$ cat src/rtl/nr_mul_seq.sv
// Sequential signed multiplier: radix-2 shift-add on operand magnitudes, one
// multiplier bit per clock, sign applied and optional arithmetic shift on completion.
module nr_mul_seq #(
    parameter int QW    = 32,
    parameter int DW    = 16,
    parameter int SHIFT = 0
) (
    input  logic             clk,
    input  logic             rst,
    input  logic             in_valid,
    output logic             in_ready,
    input  logic [QW-1:0]    q_in,
    input  logic [DW-1:0]    d_in,
    output logic             out_valid,
    input  logic             out_ready,
    output logic [QW+DW-1:0] p_out,
    output logic             busy
);

    localparam int PW = QW + DW;
    localparam int CW = (DW > 1) ? $clog2(DW) : 1;

    localparam logic [1:0] S_IDLE = 2'd0;
    localparam logic [1:0] S_RUN  = 2'd1;
    localparam logic [1:0] S_DONE = 2'd2;

    localparam logic [CW-1:0] CNT_LAST = CW'(DW - 1);

    logic [1:0]    state_q,  state_d;
    logic [CW-1:0] cnt_q,    cnt_d;
    logic [DW-1:0] mcand_q,  mcand_d;
    logic [QW-1:0] mplier_q, mplier_d;
    logic [PW-1:0] acc_q,    acc_d;
    logic          sign_q,   sign_d;
    logic [PW-1:0] p_q,      p_d;
    logic          ov_q,     ov_d;

    logic [QW-1:0]        q_mag;
    logic [DW-1:0]        d_mag;
    logic [PW-1:0]        partial;
    logic [PW-1:0]        acc_next;
    logic [PW-1:0]        signed_prod;
    logic signed [PW-1:0] signed_prod_s;
    logic [PW-1:0]        shifted;

    // Magnitude of the most-negative input is its own bit pattern read as unsigned.
    always_comb begin
        q_mag         = q_in[QW-1] ? -q_in : q_in;
        d_mag         = d_in[DW-1] ? -d_in : d_in;
        partial       = PW'(mplier_q) << cnt_q;
        acc_next      = mcand_q[0] ? (acc_q + partial) : acc_q;
        signed_prod   = sign_q ? -acc_next : acc_next;
        signed_prod_s = signed_prod;
        shifted       = signed_prod_s >>> SHIFT;
    end

    always_comb begin
        state_d  = state_q;
        cnt_d    = cnt_q;
        mcand_d  = mcand_q;
        mplier_d = mplier_q;
        acc_d    = acc_q;
        sign_d   = sign_q;
        p_d      = p_q;
        ov_d     = ov_q;
        case (state_q)
            S_IDLE: begin
                if (in_valid) begin
                    mplier_d = q_mag;
                    mcand_d  = d_mag;
                    sign_d   = q_in[QW-1] ^ d_in[DW-1];
                    cnt_d    = '0;
                    acc_d    = '0;
                    state_d  = S_RUN;
                end
            end
            S_RUN: begin
                acc_d   = acc_next;
                mcand_d = mcand_q >> 1;
                cnt_d   = cnt_q + CW'(1);
                if (cnt_q == CNT_LAST) begin
                    p_d     = shifted;
                    ov_d    = 1'b1;
                    state_d = S_DONE;
                end
            end
            S_DONE: begin
                if (out_ready) begin
                    ov_d    = 1'b0;
                    state_d = S_IDLE;
                end
            end
            default: begin
                ov_d    = 1'b0;
                state_d = S_IDLE;
            end
        endcase
    end

    always_ff @(posedge clk or posedge rst) begin
        if (rst) begin
            state_q  <= S_IDLE;
            cnt_q    <= '0;
            mcand_q  <= '0;
            mplier_q <= '0;
            acc_q    <= '0;
            sign_q   <= 1'b0;
            p_q      <= '0;
            ov_q     <= 1'b0;
        end else begin
            state_q  <= state_d;
            cnt_q    <= cnt_d;
            mcand_q  <= mcand_d;
            mplier_q <= mplier_d;
            acc_q    <= acc_d;
            sign_q   <= sign_d;
            p_q      <= p_d;
            ov_q     <= ov_d;
        end
    end

    assign in_ready  = (state_q == S_IDLE);
    assign busy      = (state_q == S_RUN) || (state_q == S_DONE);
    assign out_valid = ov_q;
    assign p_out     = p_q;

endmodule

$ cat config.mk
export PLATFORM = sky130hd
export DESIGN_NAME = nr_mul_seq
export DESIGN_NICKNAME = d
export VERILOG_FILES = /design/src/rtl/nr_mul_seq.sv
export SDC_FILE = /design/constraint.sdc
export NUM_CORES = 1
export LEC_CHECK = 0
export BUFFER_PORTS_ARGS = -buffer_cell sky130_fd_sc_hd__buf_2
export CAP_MARGIN = 25
export CELL_PAD_IN_SITES_DETAIL_PLACEMENT = 1
export CELL_PAD_IN_SITES_GLOBAL_PLACEMENT = 1
export CORE_ASPECT_RATIO = 1.25
export CORE_MARGIN = 8
export CORE_UTILIZATION = 42
export CTS_CLUSTER_SIZE = 20
export DETAILED_ROUTE_END_ITERATION = 16
export HOLD_SLACK_MARGIN = 0.05
export PLACE_DENSITY_LB_ADDON = 0.1
export RECOVER_POWER = 25
export SLEW_MARGIN = 30
export SYNTH_ARGS = -nofsm -noshare
export SYNTH_HDL_FRONTEND = slang
export SYNTH_SLANG_ARGS = --single-unit
$ cat constraint.sdc
create_clock -name clk -period 4.9 [get_ports clk]
set_input_delay 0.245 -clock clk [delete_from_list [all_inputs] [get_ports clk]]
set_output_delay 0.245 -clock clk [all_outputs]
set_load 0.02 [all_outputs]
# --- After elaboration in Yosys (flattened, before gate mapping) ---
# Cells that the tools add are included.
word_totals:
  register_bits: 152
  input_bits: 52
  out_inout_bits: 51
  wordCells: 47
classes:
  n_addsub: 5
  eq_ne: 6
  shift: 1
  mux: 17
  bitwise: 2
  n_reduce_logical: 8
op_table:
  columns: ["cell", "n"]
  rows:
  - ["48-bit 2-to-1 mux", 3]
  - ["48-bit one-hot mux with 2 select lines", 1]
  - ["48-bit adder", 1]
  - ["48-bit negator", 1]
  - ["32-bit by 4-bit left shift with 48-bit output", 1]
  - ["16-bit 2-to-1 mux", 2]
  - ["32-bit 2-to-1 mux", 1]
  - ["32-bit negator", 1]
  - ["16-bit one-hot mux with 2 select lines", 1]
  - ["16-bit negator", 1]
  - ["4-bit one-hot mux with 2 select lines", 1]
  - ["2-bit 2-to-1 mux", 3]
  - ["2-bit inequality test, second input constant", 3]
  - ["2-bit one-hot mux with 3 select lines", 1]
  - ["2-bit AND reduction", 3]
  - ["3-bit AND reduction", 2]
  - ["4-bit by 1-bit adder with 4-bit output, second input constant", 1]
  - ["4-bit equality test, second input constant", 1]
  - ["4-bit 2-to-1 mux", 1]
  - ["1-bit one-hot mux with 3 select lines", 1]
  - ["2-bit by 1-bit equality test with 1-bit output, second input constant", 1]
  - ["2-bit equality test, second input constant", 1]
  - ["2-bit zero test", 1]
  - ["1-bit 2-to-1 mux", 2]
  - ["other kinds (4)", 4]

# --- Longest topological paths before layout ---
# Gate-level depths: netlist of run 1.
depth:
  ltp_word: 5
  depth_mapped: 23
  ltp_nobuf: 19

# --- Least setup slack after synthesis of run 1 ---
# OpenSTA, ideal clock, no wires.
synth_timing:
  kind: "flip-flop to flip-flop"
  startpoint: "register cnt_q[0]"
  endpoint: "register p_q[43], in the netlist p_out[43]"
  setup_time_ns: 0.132
  t_arrival_ns: 4.832
  required_time_ns: 4.768
  path_slack_ns: -0.064
  path_stages_with_launch: 19
  path_buffers: 2
  synth_period_minus_slack_ns: 4.964
  path_cell_list: "dfrtp_1 -> buf_1 -> clkbuf_1 -> nor2_1 -> nand2_1 -> nor3_1 -> ha_1 -> fa_1 -> a211oi_2 -> o211ai_1 -> a32o_1 -> o21a_2 -> o211ai_1 -> mux2_2 -> a2111oi_1 -> nand4_1 -> o41ai_2 -> xnor2_1 -> o21ai_1"
synth_between:
  elab_chain_len: 5
  elab_cells_between_ends: 7
  classes_between: "add/sub: 2; eq/ne: 1; shift: 1; mux: 2; reduce/logical: 1"
synth_rtl:
  columns: ["element", "line_no", "source"]
  rows:
  - ["start: declaration", "30", "logic [CW-1:0] cnt_q, cnt_d;"]
  - ["start signal: assignment", "112", "cnt_q <= cnt_d;"]
  - ["32-bit by 4-bit left shift with 48-bit output", "50", "partial = PW'(mplier_q) << cnt_q;"]
  - ["48-bit adder", "51", "acc_next = mcand_q[0] ? (acc_q + partial) : acc_q;"]
  - ["48-bit 2-to-1 mux", "51", null]
  - ["48-bit negator", "52", "signed_prod = sign_q ? -acc_next : acc_next;"]
  - ["48-bit 2-to-1 mux", "52", null]
  - ["end signal: assignment", "117", "p_q <= p_d;"]
  - ["end: declaration", "35", "logic [PW-1:0] p_q, p_d;"]
# Several ways; a longest one is shown, not always the timed one.
# A chain may end at the register's enable or synchronous reset.

# --- Worst setup path after layout of run 1 ---
layout_timing:
  startpoint: "register cnt_q[1]"
  endpoint: "register p_q[43], in the netlist p_out[43]"
# Same word-level chain as after synthesis.

==> results of run 1 <==
-- state kept, by name, summed over array words and instances, names as in the netlist --
name       flops
acc_q         48
p_out         48
mplier_q      32
mcand_q       16
cnt_q          4
state_q        2
out_valid      1
sign_q         1
-- stage by stage --
step                      worst slack (ns)  cells  setup TNS (ns)  hold WS (ns)  util, %
final                              -0.0772   2378          -0.142        0.0819     57.1
after global routing                -0.217   2378           -2.68        0.0885     57.1
after CTS                          -0.0229   2300         -0.0356        0.0676     50.9
after detailed placement            -0.250   2263           -2.32         0.454     48.6
after global placement              -0.229   2263          -0.911         0.447     48.6
after floorplan                     0.0311   1685               0         0.394        -
-- report_power, final --
part | switching [mW] | internal [mW] | total [mW]
Combinational | 5.60 | 4.35 | 9.94
Sequential | 0.474 | 1.55 | 2.03
Clock | 0.628 | 0.707 | 1.34
Total | 6.70 | 6.61 | 13.3
-- kinds of logic after synthesis --
family | after synthesis | share of synthesized area [%]
AO/OA/AOI/OAI | 547 | 26.3
adder cells (fa/ha/maj) | 55 | 5.14
multiplexers | 96 | 8.83
AND/OR/NAND/NOR | 593 | 20.9
buffers and inverters | 138 | 3.98
flip-flops | 152 | 28.1
XOR/XNOR | 104 | 6.73
-- repair_timing --
action                     in CTS  in global routing
gates cloned                    0                  3
hold buffers                    1                  0
pin swaps                       7                 94
setup endpoints to repair      17                 23
hold endpoints to repair       83                  0
buffers inserted                4                 75
resized for setup              35                306
-- worst min-delay path by stage --
stage | startpoint | end | slack [ns] | depth (start not counted)
after floorplan | in_valid | state_q[0] | 0.39 | 2
after global placement | p_out[7] | p_out[7] | 0.45 | 2
after detailed placement | p_out[8] | p_out[8] | 0.45 | 2
after CTS | d_in[14] | mcand_q[15] | 0.07 | 3
after global routing | q_in[29] | mplier_q[29] | 0.09 | 3
final | q_in[30] | mplier_q[31] | 0.08 | 3
-- routing by layer --
metal,global-route usage (%),wire length [um],vias to the layer above
li1,-,-,6666
met1,32.4,22800,6931
met2,41.8,25500,356
met3,3.15,2030,100
met4,9.80,2070,0
met5,0,0,-
-- layout by cell type (no fill, tap or decap), types with 29 or more instances in the layout --
cell type  instances
nand2_1          256
buf_4            224
o21ai_0          181
dfrtp_1          148
nor2_1            98
buf_2             90
a21oi_1           64
xor2_1            57
xnor2_1           46
a21oi_2           37
inv_1             36
mux2i_1           35
nand4_1           30
o21ai_1           29
-- cell type report --
type / instances / area share (%)
multi-input combinational: 1395 / 58.3
sequential: 152 / 21.0
timing repair buffer: 349 / 13.9
tap: 412 / 2.84
clock buffer: 17 / 2.34
inverter: 38 / 0.806
clock inverter: 15 / 0.792
-- cell usage after synthesis, drive strengths merged, types with 12 or more instances --
cell type and count:
xnor2 46, and2 12, mux2 14, nor4 12, o211ai 17, a211oi 24, mux2i 65, nand4 32
a31oi 14, o21a 16, nor2b 17, ha 54, nand3 22, clkbuf 77, nand2 277, mux4 17
xor2 58, a21oi 111, nor2 115, o21ai 232, inv 38, dfrtp 152, or4 12, a21o 14
o41ai 14, nor3 37, buf 23, nand2b 20, o31ai 22, o22ai 12
-- tightest hold or removal path: cells and delay by family --
family          cells  cell delay (ns)
simple gates        1             0.10
buf+inv             1             0.09
compound gates      1             0.06
==> results.toml, run 1 <==
[critical_path]
ff2ff_path_depth = 19
crit_family = "compound AO/OA/AOI/OAI gates"
regToRegStartpoint = "cnt_q[1]"
critPathKind = "flop to flop"
reg2reg_to = "p_out[43]"
cp-endpoint = "p_out[43]"
crit_chain = "buf_12 -> mux2i_4 -> nor2_1 -> a31oi_2 -> nor2_1 -> a21oi_2 -> mux2i_1 -> ha_2 -> nand2_4 -> nor4_4 -> o21ai_2 -> o211ai_2 -> nand3_2 -> a311o_1 -> nor4_4 -> nand4_4 -> o41ai_2 -> xnor2_1 -> o21ai_1"
path_buf_inv = 1
cp.arrival_ns = 5.29
slowest_stage = "o41ai_2"
slowest_delay_ns = 0.48
startpoint = "cnt_q[1]"
r2r_setup_slack_ns = -0.08
cp_max_fo = 8
setup.worst_path.start_class = "flop"
crit_cells = 19
endpoint_kind = "flop"
worstPathRequired_ns = 5.21

[pwr]
ir_drop_mv = 0.270
power_mw = 13.3
powerDensity_mw_per_mm2 = 733
power.leakage_nw = 7.68

[floorplan]
start_util_pct = 42.6
ios = 103
die_area_mm2 = 0.0382
num_rows = 73
core_area_mm2 = 0.0318
die_x_um = 177
die_height_um = 217

[cells_and_area]
seq_area_mm2 = 0.00381
area_growth_pct = 34.3
multi_input_area_mm2 = 0.0106
final_cell_area_mm2 = 0.0182
antenna_cells = 0
nFillCells = 3760
drive_above_1_share_pct = 34.3
fin_nets = 2060

[placement]
gp_congestion = 0.890
dpl.hpwl_mm = 38.0
port-buffer-count = 102
placed_area_mm2 = 0.0154

[clock_network]
cts_made_buffers = 17
clk_pin_slew_ns = 0.07
cts_max_path_buffers = 2
cts_root_buffer = "clkbuf_16"
cts_tree = "yes"
clk_latency_ns = 0.47
cts_sinks = 152
htree_num_levels = 4

[synth]
syn-num-nets = 1792
synthCells = 1685
async_flop_share_pct = 100
netlist.area_leader.share_pct = 28.1
synthTopCellsByArea = "dfrtp_1 (28%), o21ai_0 (7.9%), nand2_1 (7.7%)"
ys_seq_area_share_pct = 28.1
synth_flop_cell = "dfrtp_1"
ys_types = 102
syn_area_mm2 = 0.0135
syn_avg_cell_area_um2 = 8.03
synth_top_area_cell = "dfrtp_1"
synth_enable_flop_cells = 0
yosysWarnings = 0
ys_ff_latch = 152

[timing]
slew_viol_final = 86
setup_viol = 3
fmax_ghz = 0.201
rsz0062_at_grt = "yes"
hold_viol_final = 0
period_minus_slack_ns = 4.98
fin_skew_ns = 0.0153
setup_ws_ns = -0.0772
worst_slew_pin_slew_ns = 3.48
slew_headroom_pct = -132
fin_crit_sh_pct = 102

[route]
viasPerCell = 5.91
vias = 14053
wl_mm = 52.5
wire_per_inst_um = 22.1
dr.pass1.iters = 7
drc_errors = 0
ant_nets = 0
drt_iter0_markers = 736

[grt]
grt_pass1_wl_mm = 76.6
overflow = 0
antenna_found_initial = 1
grt_max_degree = 95
track_usage_pct = 25.1
first_global_vias = 14048

[hold_path]
hold_path_class = "input port to flop"

[run_status]
violations = "capacitance limit, slew limit, setup timing"
status = "complete, but fails checks"

[job]
maxCapViolCount = 1
(Power assumes the default switching activity.)
==> run 2, diff against run 1 <==
- PLACE_DENSITY: default -> 0.82
- PLACE_DENSITY_LB_ADDON: 0.1 -> default
==> results.toml, run 2 (synthesis gave the netlist of run 1 again) <==
[route]
dr.pass1.iters = 5
wl_mm = 57.5
vias = 14794
viasPerCell = 6.18
ant_nets = 0
wire_per_inst_um = 24.0
drt_iter0_markers = 1150
drc_errors = 0

[timing]
slew_viol_final = 90
worst_slew_pin_slew_ns = 3.55
fin_skew_ns = 0.0124
setup_ws_ns = -0.260
setup_viol = 9
hold_viol_final = 0
period_minus_slack_ns = 5.16
whs_ns = 0.0687
slew_headroom_pct = -137
rsz0062_at_grt = "yes"
fin_crit_sh_pct = 105
fmax_ghz = 0.194

[placement]
placed_cells = 2272
gp_congestion = 0.978
dpl.hpwl_mm = 38.7
port-buffer-count = 102

[hold_path]
worstHoldPathCells = 3
hold_path_class = "input port to flop"
hold_start = "q_in[30]"
hold_end = "mplier_q[31]"

[pwr]
switching_share_pct = 50.6
ir_drop_mv = 0.436
p_int_mw = 6.86
power_mw = 13.9
power_frac_seq_pct = 14.5
power.leakage_nw = 7.84
powerDensity_mw_per_mm2 = 752
combPwrFrac_pct = 75.2
power.switching_mw = 7.02
power.share.clock_pct = 10.3

[cells_and_area]
area_growth_pct = 36.4
antenna_cells = 0
fin_nets = 2074
final_core_util_pct = 58.0
fin_cells = 2392
drive_above_1_share_pct = 35.2
final_common_cell = "nand2_1"
layout_common_cells = "nand2_1 (255), buf_4 (241), o21ai_0 (182), dfrtp_1 (148), nor2_1 (96)"

[critical_path]
reg2reg_to = "p_out[40]"
r2r_setup_slack_ns = -0.26
cp_max_fo = 9
setup.worst_path.start_class = "flop"
ff2ff_path_depth = 25
slowest_delay_ns = 0.45
regToRegStartpoint = "cnt_q[0]"
endpoint_kind = "flop"
slowest_stage = "a211oi_2"
cp_common_cell = "buf_4"
critPathKind = "flop to flop"
cp.arrival_ns = 5.48
worstPathRequired_ns = 5.22

[floorplan]
ios = 103
die_x_um = 177
core_area_mm2 = 0.0318
start_util_pct = 42.6
die_area_mm2 = 0.0382
num_rows = 73
die_height_um = 217

[grt]
antenna_found_initial = 2
grt_max_degree = 95
track_usage_pct = 26.8
first_global_vias = 14926
overflow = 0
grt_pass1_wl_mm = 81.9

[run_status]
violations = "capacitance limit, slew limit, setup timing"
status = "complete, but fails checks"

[clock_network]
cts_made_buffers = 17
cts_root_buffer = "clkbuf_16"
cts_tree = "yes"
cts_sinks = 152
clk_latency_ns = 0.47
htree_num_levels = 4
clk_pin_slew_ns = 0.07
cts_max_path_buffers = 2

[job]
maxCapViolCount = 1
## run 2: cell count changes in the layout (fill, tap and decap cells not counted), moves of 4 or more
| cell | previous run | this run |
|---|---|---|
| clkinv_4 | 5 | 1 |
| mux2_4 | 7 | 3 |
| mux2_2 | 7 | 11 |
| ha_1 | 26 | 21 |
| mux2i_4 | 9 | 17 |
| o21ai_1 | 29 | 34 |
| mux2i_1 | 35 | 27 |
| ha_4 | 16 | 23 |
| o21ai_2 | 16 | 12 |
| buf_4 | 224 | 241 |
## run 2: how the worst max path moves through the flow
stage,from,endpoint,slack [ns],cells past startpoint
final,cnt_q[0],p_out[40],-0.26,25
after global routing,cnt_q[1],p_out[40],-0.49,25
after floorplan,cnt_q[0],p_out[42],0.03,18
after CTS,cnt_q[1],p_out[42],-0.006,19
after detailed placement,cnt_q[0],p_out[46],-0.28,21
after global placement,cnt_q[0],p_out[43],-0.18,19
## run 2: what timing repair did
| action | CTS | global route |
|---|---|---|
| endpoints found under the setup margin | 20 | 23 |
| pin swaps | 41 | 108 |
| resized for setup | 104 | 259 |
| endpoints found under the hold margin | 87 | 0 |
| buffers inserted | 25 | 60 |
| hold buffers | 1 | 0 |
| gates cloned | 2 | 0 |
## run 2: cell type report
cell class	count	area (um2)
clock inverter	11	145
timing repair buffer	363	2610
sequential	152	3810
tap	412	515
multi-input combinational	1395	10800
clock buffer	21	460
inverter	38	150
fill	3712	13300
## run 2: power groups by stage
stage               combinational [mW]  sequential [mW]  clock, mW
floorplan                         4.94             1.77          0
global placement                  7.42             1.90          0
detailed placement                7.64             1.92          0
CTS                               8.36             1.92       1.43
global route                      11.0             2.04       1.48
finish                            10.4             2.02       1.42
## run 2: metrics by stage
step           worst slack (ns)  area (um2)  TNS (ns)
6_report                 -0.260       18400     -1.41
5_1_grt                  -0.495       18400     -4.55
4_1_cts                -0.00600       16800  -0.00600
3_5_place_dp             -0.284       15500     -2.30
3_3_place_gp             -0.183       15500     -1.10
2_1_floorplan            0.0311       13500         0
## run 2: per-layer routing
| layer | vias up | share of wire (%) | wire [um] | GRT usage (%) |
|---|---|---|---|---|
| li1 | 6694 | - | - | - |
| met3 | 187 | 4.9 | 2810 | 3.34 |
| met5 | - | 0.023 | 13 | 0 |
| met4 | 2 | 5.2 | 2990 | 12.7 |
| met1 | 7363 | 41 | 23700 | 33.6 |
| met2 | 548 | 49 | 28000 | 44.9 |
## run 2: critical path: cells and delay by family (launching register included)
| family | cells | cell delay [ns] |
|---|---|---|
| muxes | 1 | 0.24 |
| and+or+nand+nor | 6 | 0.55 |
| buffers and inverters | 8 | 1.17 |
| DFF | 1 | 0.43 |
| AOI/OAI and AO/OA | 8 | 2.14 |
| xor gates and xnor gates | 1 | 0.18 |
| adders and majority gates | 1 | 0.28 |
